## src/rtl/imem_loader.sv

```systemverilog
// Boot-time instruction memory loader: takes a little-endian byte stream
// (length, words, checksum) and writes imem. The CPU is held in reset until the checksum verifies.
module imem_loader #(
  parameter logic [31:0] BASE_ADDR = 32'h01000000,
  parameter int unsigned MAX_WORDS = 262144
) (
  input  logic        i_clock,
  input  logic        i_reset,
  input  logic        i_byte_valid,
  input  logic [7:0]  i_byte_data,
  output logic        o_byte_ready,
  output logic        o_imem_write,
  output logic [31:0] o_imem_addr,
  output logic [31:0] o_imem_data,
  output logic        o_cpu_hold,
  output logic        o_done,
  output logic        o_error
);

  typedef enum logic [2:0] {
    S_LEN,
    S_DATA,
    S_WRITE,
    S_CSUM,
    S_DONE,
    S_ERR
  } state_t;

  localparam logic [31:0] MAX_COUNT = 32'(MAX_WORDS);

  state_t      r_state;
  logic [1:0]  r_byteCnt;
  logic [31:0] r_shift;
  logic [31:0] r_count;
  logic [31:0] r_index;
  logic [31:0] r_sum;
  logic [31:0] r_imemAddr;
  logic [31:0] r_imemData;
  logic        r_imemWrite;
  logic        r_cpuHold;
  logic        r_done;
  logic        r_error;

  logic        w_stateReady;
  logic        w_accept;
  logic        w_lastByte;
  logic [31:0] w_word;
  logic [31:0] w_nextIndex;

  always_comb begin
    w_stateReady = (r_state == S_LEN) || (r_state == S_DATA) || (r_state == S_CSUM);
  end

  assign o_byte_ready = w_stateReady && !i_reset;
  assign w_accept     = i_byte_valid && o_byte_ready;
  assign w_lastByte   = w_accept && (r_byteCnt == 2'd3);
  // Bytes enter at the top and shift down, so the first byte lands in [7:0].
  assign w_word       = {i_byte_data, r_shift[31:8]};
  assign w_nextIndex  = r_index + 32'd1;

  always_ff @(posedge i_clock) begin
    if (i_reset) begin
      r_state     <= S_LEN;
      r_byteCnt   <= 2'd0;
      r_shift     <= 32'd0;
      r_count     <= 32'd0;
      r_index     <= 32'd0;
      r_sum       <= 32'd0;
      r_imemAddr  <= BASE_ADDR;
      r_imemData  <= 32'd0;
      r_imemWrite <= 1'b0;
      r_cpuHold   <= 1'b1;
      r_done      <= 1'b0;
      r_error     <= 1'b0;
    end else begin
      if (w_accept) begin
        r_shift   <= w_word;
        r_byteCnt <= r_byteCnt + 2'd1;
      end
      case (r_state)
        S_LEN: begin
          if (w_lastByte) begin
            r_count <= w_word;
            if (w_word == 32'd0) begin
              r_state <= S_CSUM;
            end else if (w_word > MAX_COUNT) begin
              r_state <= S_ERR;
              r_error <= 1'b1;
            end else begin
              r_state <= S_DATA;
            end
          end
        end
        S_DATA: begin
          if (w_lastByte) begin
            r_imemData  <= w_word;
            r_imemAddr  <= BASE_ADDR + {r_index[29:0], 2'b00};
            r_imemWrite <= 1'b1;
            r_state     <= S_WRITE;
          end
        end
        S_WRITE: begin
          r_imemWrite <= 1'b0;
          r_index     <= w_nextIndex;
          r_sum       <= r_sum + r_imemData;
          r_state     <= (w_nextIndex == r_count) ? S_CSUM : S_DATA;
        end
        S_CSUM: begin
          if (w_lastByte) begin
            if (w_word == r_sum) begin
              r_state   <= S_DONE;
              r_done    <= 1'b1;
              r_cpuHold <= 1'b0;
            end else begin
              r_state <= S_ERR;
              r_error <= 1'b1;
            end
          end
        end
        S_DONE, S_ERR: begin
          r_state <= r_state;
        end
        default: begin
          r_state <= S_ERR;
          r_error <= 1'b1;
        end
      endcase
    end
  end

  assign o_imem_write = r_imemWrite;
  assign o_imem_addr  = r_imemAddr;
  assign o_imem_data  = r_imemData;
  assign o_cpu_hold   = r_cpuHold;
  assign o_done       = r_done;
  assign o_error      = r_error;

endmodule

```

## config.mk

```make
export PLATFORM = sky130hd
export DESIGN_NAME = imem_loader
export DESIGN_NICKNAME = d
export VERILOG_FILES = /design/src/rtl/imem_loader.sv
export SDC_FILE = /design/constraint.sdc
export NUM_CORES = 1
export LEC_CHECK = 0
export BUFFER_PORTS_ARGS = -buffer_cell sky130_fd_sc_hd__buf_2
export CORE_MARGIN = 3
export CORE_UTILIZATION = 40
export DETAILED_ROUTE_END_ITERATION = 7
export GPL_ROUTABILITY_DRIVEN = 1
export PLACE_DENSITY = 0.66
export RECOVER_POWER = 50
export SYNTH_ARGS = -nofsm -noshare
export SYNTH_HDL_FRONTEND = slang
export SYNTH_SLANG_ARGS = --single-unit
export TNS_END_PERCENT = 5
```

## constraint.sdc

```tcl
create_clock -name i_clock -period 5.7 [get_ports i_clock]
set_input_delay 1.14 -clock i_clock [delete_from_list [all_inputs] [get_ports i_clock]]
set_output_delay 1.14 -clock i_clock [all_outputs]
set_load 0.01 [all_outputs]
```

==> metrics.txt, run 1 <==
unrepaired setup endpoints after global routing=no; Highest Clock Rate=0.2604 GHz; cell depth of the worst min-delay path=2; number of maximum-capacitance constraint violations=2; fin cells=1693; combined buffer and inverter count along the critical path=1; H-tree Lvls=4; worst-margin pin slew=~2.7 ns; initial antenna violation count=0; post-CTS setup-driven buffer insertion count=0; kind of critical path=reg -> reg; clock buffer count from CTS=17; number of DRC violations after detailed-routing iteration 0=664; CTS-repair resized insts=0; total via count in the routed design=9158; endpoints failing setup=0; warning count from the yosys run=0; post-synthesis async set-or-reset flop share=0%; critical path launch point type=flip-flop; detail-routed net length per standard cell=16.36 µm; number of synthesized flops with an enable pin=0; number of unique standard cell types used by synthesis=73; Post-Route Skew=0.009029 ns; Vias per Instance=about 5.4; failing checks=max-capacitance violations, max-slew violations; longest individual stage delay on the worst path=1.93 ns; gr usage total=between 10% and 20%; initial core utilization=40.77%; most common flop cell mapped by yosys=dfxtp_1; die footprint=27620 µm²; share of cells above drive strength 1=5.282%; worst r2r path cells=7; total standard cell area after synthesis=between 10000 and 15000 µm²; number of antenna repair diodes=0; Max VDD drop=0.1782 mV; fraction of the cycle the final worst path needs=between 60% and 70%; CP arrival=4.06 ns; reported leakage power=4.152 nW; Final HPWL DP=19880 µm; logic depth of the worst path, buffers included=7; largest net degree at the start of global routing=103; Clk Latency, worst-skew pair=0.43 ns; final cell utilization of the core=44.75%; Residual DRC=0; Reg clk slew, reported paths=around 0.070 ns; endpoint type of the worst setup path=flip-flop; headroom to the max-slew limit=-81.71%; number of nets at the end of the flow=1396; result of the run=finished with violations; final number of max-transition violations=158; share of the yosys chip area belonging to registers=a little under two fifths; die span in y=around 170 µm; Final Hold Viols=0; Slowest cell on crit path=clkbuf_1; most common library cell in the layout ignoring fill and taps=nand2_1; count of hold buffers inserted by post-cts repair=0; growth of design area from synthesis to finish=9.775%; overall die width=166.2 µm; number of buffers between clock root and the deepest sink=2; cell area after layout=11270 µm²; Routed Antenna Nets=0; Post-Syn Area per Cell=7.690 µm²; placed standard-cell area=10780 µm²; commonest cells after routing, fill and taps aside=nand2_1, dfxtp_1, a21oi_1; Worst Hold Class=reg -> reg; Synth Instances=1335; number of sinks on the clock net=191; vias in the first global route=8538; overall routed net length=approximately 28000 µm; number of placed cells counting well taps=1661; number of input and output port buffers inserted=77; number of top-level pins=80; data required time at the worst endpoint=5.92 ns; series of cell instances along the critical path=nor2b_1, nand2b_2, clkbuf_1, nor2_1, nand3_1, or3_1, a21oi_1; minimum period implied by the final worst setup slack=3.841 ns; Power per Cell Area=approximately 230 nW/µm²; number of search-and-repair iterations in the first detailed-routing pass=5; number of cell rows=58; final estimated routing congestion in global placement=between 0.9 and 1; Floorplan Core Area=25180 µm²; wire length of the first global-routing pass=44950 µm; total congestion overflow=0; TritonCTS clock tree=built; total negative slack=0 ns; kind of cell adding the most delay to the critical path=buffers and inverters; count of state elements after synthesis=~190; maximum fanout along the worst path=56; buffer cell driving the clock tree root=clkbuf_16
[state kept, by name, indices dropped and copies added (netlist names)]
name          cells
o_cpu_hold        1
o_done            1
o_error           1
o_imem_addr      30
o_imem_data      32
o_imem_write      1
r_byteCnt         2
r_count          32
r_index          32
r_shift          24
r_state           3
r_sum            32
[cell usage after synthesis, types with 12 or more instances]
cell	instances	share of area (%)
nand3b_1	35	2.6
xnor2_1	72	6.1
nor2_1	89	3.3
xor2_1	49	4.2
ha_1	34	4.1
nand4_1	26	1.6
clkbuf_1	68	2.5
nor3_1	18	0.88
nand2_1	319	12
a21oi_1	154	7.5
dfxtp_1	191	37
a21o_1	14	1.0
a211oi_1	13	0.95
or3_1	16	0.98
o21ai_0	30	1.5
nand3_1	32	1.6
nor4_1	12	0.73
inv_1	19	0.69
[routing by layer]
layer  global-route usage (%)  routed length, µm
met2                    32.93              13100
met5                        0                  0
met4                    5.280                486
met1                    25.89              12510
met3                    3.928               1614
[tightest hold or removal path, stage by stage, from the launching register on]
cell	delay, ns
dfxtp_1	0.31
inv_1	0.05
a21oi_1	0.05
[report_power, final]
group	total [mW]	internal [mW]	switching, mW
Combinational	0.0809	0.0263	0.0546
Sequential	1.37	1.34	0.0220
Clock	1.18	0.653	0.531
[stage by stage]
stage | total power [mW] | hold slack, ns | setup slack (ns)
after global routing | 2.714 | 0.4706 | 1.587
after detailed placement | 1.477 | 0.4371 | 1.995
final | 2.630 | 0.4473 | 1.859
after floorplan | 1.443 | 0.4478 | 2.757
after CTS | 2.652 | 0.4477 | 2.455
after global placement | 1.477 | 0.4355 | 2.045
[final cells by class]
cell class | count | area (µm²)
tap | 330 | 412.9
clock buffer | 21 | 480.5
inverter | 19 | 71.32
timing repair buffer | 83 | 344.1
fill | 2567 | 13910
multi-input combinational | 1038 | 6032
clock inverter | 11 | 105.1
sequential | 191 | 3824
[final timing paths]
path | slack, ns | from | endpoint
worst max-delay path | 1.86 | r_state[0] | r_index[19]
worst min register to register | 0.45 | o_done | o_done
worst min-delay path | 0.45 | o_done | o_done
worst max register to register | 1.86 | r_state[0] | r_index[19]
[cells by family (layout without fill, tap and decap cells)]
| kind of cell | after synthesis | in the layout | synth area share, % |
|---|---|---|---|
| simple gates | 606 | 606 | 27.78 |
| compound gates | 269 | 269 | 15.56 |
| flops | 191 | 191 | 37.25 |
| xor+xnor | 121 | 121 | 10.32 |
| buf+inv | 107 | 134 | 4.205 |
| fa+ha+maj | 36 | 36 | 4.436 |
| mux | 4 | 4 | 0.4144 |
| other cells | 1 | 2 | 0.03653 |
Note: power is estimated with default switching activity, not from simulation.
==> inputs of run 2 (changes only) <==
Clock period 5.7 ns to 3.6 ns, I/O delays scaled along.
==> run 2 against run 1 <==
The flow now finishes without violations; routed wire length grew 6.1%; first-iteration DRC count grew 20%; sequential share of layout area shrank 0.23 points; sequential power increased by 58%; via count increased by 1.1%; core utilization grew 0.30 points; hold slack better by 0.0031 ns; power up 63%; worst setup slack worse by 1.4 ns; fmax is 24% higher; largest cell class unchanged.
==> metrics.txt, run 2 (synthesized netlist as in run 1, its figures left out) <==
H-tree Lvls=4 (unchanged); endpoints failing setup=0 (unchanged); worst-margin pin slew=1.311 ns (-1.414 ns); origin of the critical flop-to-flop path=r_sum[0]; flop-to-flop setup slack=0.50 ns (-1.36 ns); Routed Antenna Nets=0 (unchanged); largest net degree at the start of global routing=95 (-7.8%); Final HPWL DP=21230 µm (+6.8%); CP dominant cell by count=o2111ai_1; fraction of the cycle the final worst path needs=86.06% (+19 points); Residual DRC=0 (unchanged); clock buffer count from CTS=17 (unchanged); number of nets at the end of the flow=1409 (+0.93%); Crit. Startpoint=r_sum[0]; number of DRC violations after detailed-routing iteration 0=795 (+20%); Worst setup endpoint=r_sum[24]; CTS-repair resized insts=0 (unchanged); Slowest cell on crit path=a2111oi_0; series of cell instances along the critical path=ha_1, inv_1, fa_1, nor2b_1, o2111ai_1, a21oi_1, o2111ai_1, a21boi_0, o21ai_0, a2111oi_0, a311o_1; CP arrival=3.48 ns (-0.58 ns); Floorplan Core Area=25180 µm² (unchanged); minimum period implied by the final worst setup slack=3.098 ns (-0.7426 ns); Final Hold Viols=0 (unchanged); worst r2r path cells=11 (+4); reported leakage power=4.198 nW (+1.1%); growth of design area from synthesis to finish=10.52%; total congestion overflow=0 (unchanged); buffer cell driving the clock tree root=clkbuf_16; data required time at the worst endpoint=3.98 ns (-1.94 ns); overall die width=166.2 µm (unchanged); final estimated routing congestion in global placement=0.9570 (+3.7%); longest individual stage delay on the worst path=0.43 ns (-1.50 ns); number of input and output port buffers inserted=77 (unchanged); commonest cells after routing, fill and taps aside=nand2_1, dfxtp_1, a21oi_1; endpoint type of the worst setup path=flip-flop; die footprint=27620 µm² (unchanged); capture point of the worst reg-to-reg path=r_sum[24]; combined buffer and inverter count along the critical path=1 (unchanged); overall routed net length=29410 µm (+6.1%); Worst Hold Class=reg -> reg; filler instances=2555 (-0.47%); initial core utilization=40.77% (unchanged); TritonCTS clock tree=built; Clk Latency, worst-skew pair=0.44 ns (about the same); die span in y=166.2 µm (unchanged); most common library cell in the layout ignoring fill and taps=nand2_1; Post-Route Skew=0.007071 ns (-0.001958 ns); wire length of the first global-routing pass=47780 µm (+6.3%); Max VDD drop=0.2592 mV (+45%); result of the run=complete, no violations; critical path launch point type=flip-flop; number of maximum-capacitance constraint violations=0 (-2); initial antenna violation count=0 (unchanged); number of buffers between clock root and the deepest sink=2 (unchanged); Vias per Instance=5.431 (+0.40%); total via count in the routed design=9260 (+1.1%); headroom to the max-slew limit=12.57% (+94 points); share of cells above drive strength 1=5.309% (+0.027 points); number of search-and-repair iterations in the first detailed-routing pass=5 (unchanged); kind of critical path=reg -> reg; kind of cell adding the most delay to the critical path=compound AO/OA/AOI/OAI gates; total negative slack=0 ns (unchanged); final number of max-transition violations=0 (-100%); Reg clk slew, reported paths=0.07 ns (about the same); unrepaired setup endpoints after global routing=no; detail-routed net length per standard cell=17.25 µm (+5.4%); Power per Cell Area=377.0 nW/µm² (+62%); number of cell rows=58 (unchanged); gr usage total=21.14% (+1.5 points); post-CTS setup-driven buffer insertion count=0 (unchanged); logic depth of the worst path, buffers included=11 (+4); number of top-level pins=80 (unchanged); Highest Clock Rate=0.3228 GHz (+24%); number of antenna repair diodes=0 (unchanged); vias in the first global route=8752 (+2.5%); count of hold buffers inserted by post-cts repair=0 (unchanged); maximum fanout along the worst path=4 (-93%); Final Power=4.278 mW (+63%); number of sinks on the clock net=191 (unchanged)
## run 2: cell types whose count changed in the layout (fill, tap and decap cells not counted), sizes merged
cell    before  now
clkbuf      90   93
bufinv       1    3
buf         14   26
clkinv       7    2
## run 2: routing by layer
layer	up-vias	GRT usage, %	share of wire (%)
met5	-	0	0
met4	0	6.510	2.7
met3	45	4.166	5.6
met2	264	35.37	47
met1	4308	27.66	45
li1	4643	-	-
## run 2: where the power goes
part / internal [mW] / leakage, nW / switching, mW
sequential: 2.13 / 1.54 / 0.0292
clock: 1.15 / 0.294 / 0.824
combinational: 0.0476 / 2.36 / 0.0981
total: 3.33 / 4.20 / 0.951
## run 2: metrics by stage
| stage | utilization (%) | hold WS [ns] | setup slack, ns | cell area (µm²) | instances |
|---|---|---|---|---|---|
| floorplan | - | 0.4478 | 0.9709 | 10270 | 1336 |
| global placement | 43.18 | 0.4368 | 0.5398 | 10870 | 1674 |
| detailed placement | 43.18 | 0.4384 | 0.4756 | 10870 | 1674 |
| CTS | 45.59 | 0.4501 | 0.5350 | 11480 | 1705 |
| global route | 45.06 | 0.4705 | 0.1580 | 11350 | 1705 |
| finish | 45.06 | 0.4504 | 0.5020 | 11350 | 1705 |
## run 2: worst min path at each step
stage                     from         endpoint  slack [ns]  depth (start not counted)
2_1_floorplan       r_count[0]       r_count[0]        0.45                          2
3_3_place_gp        o_cpu_hold       o_cpu_hold        0.44                          1
3_5_place_dp            o_done           o_done        0.44                          2
4_1_cts                 o_done           o_done        0.45                          2
5_1_grt        o_imem_addr[21]  o_imem_addr[21]        0.47                          2
6_report                o_done           o_done        0.45                          2
## run 2: area by class of cell
class / count / area [µm²] / area share (%)
Timing Repair Buffer: 96 / 437.9 / 3.860
Multi-Input combinational cell: 1038 / 5993 / 52.82
Sequential cell: 191 / 3824 / 33.70
Inverter: 19 / 71.32 / 0.6286
Tap cell: 330 / 412.9 / 3.639
Clock buffer: 23 / 478.0 / 4.213
Clock inverter: 8 / 128.9 / 1.136
## run 2: worst register-to-register path, stage by stage (launching register included)
cell       delay, ns
dfxtp_1         0.38
ha_1            0.19
inv_1           0.05
fa_1            0.37
nor2b_1         0.22
o2111ai_1       0.18
a21oi_1         0.22
o2111ai_1       0.28
a21boi_0        0.37
o21ai_0         0.19
a2111oi_0       0.43
a311o_1         0.16
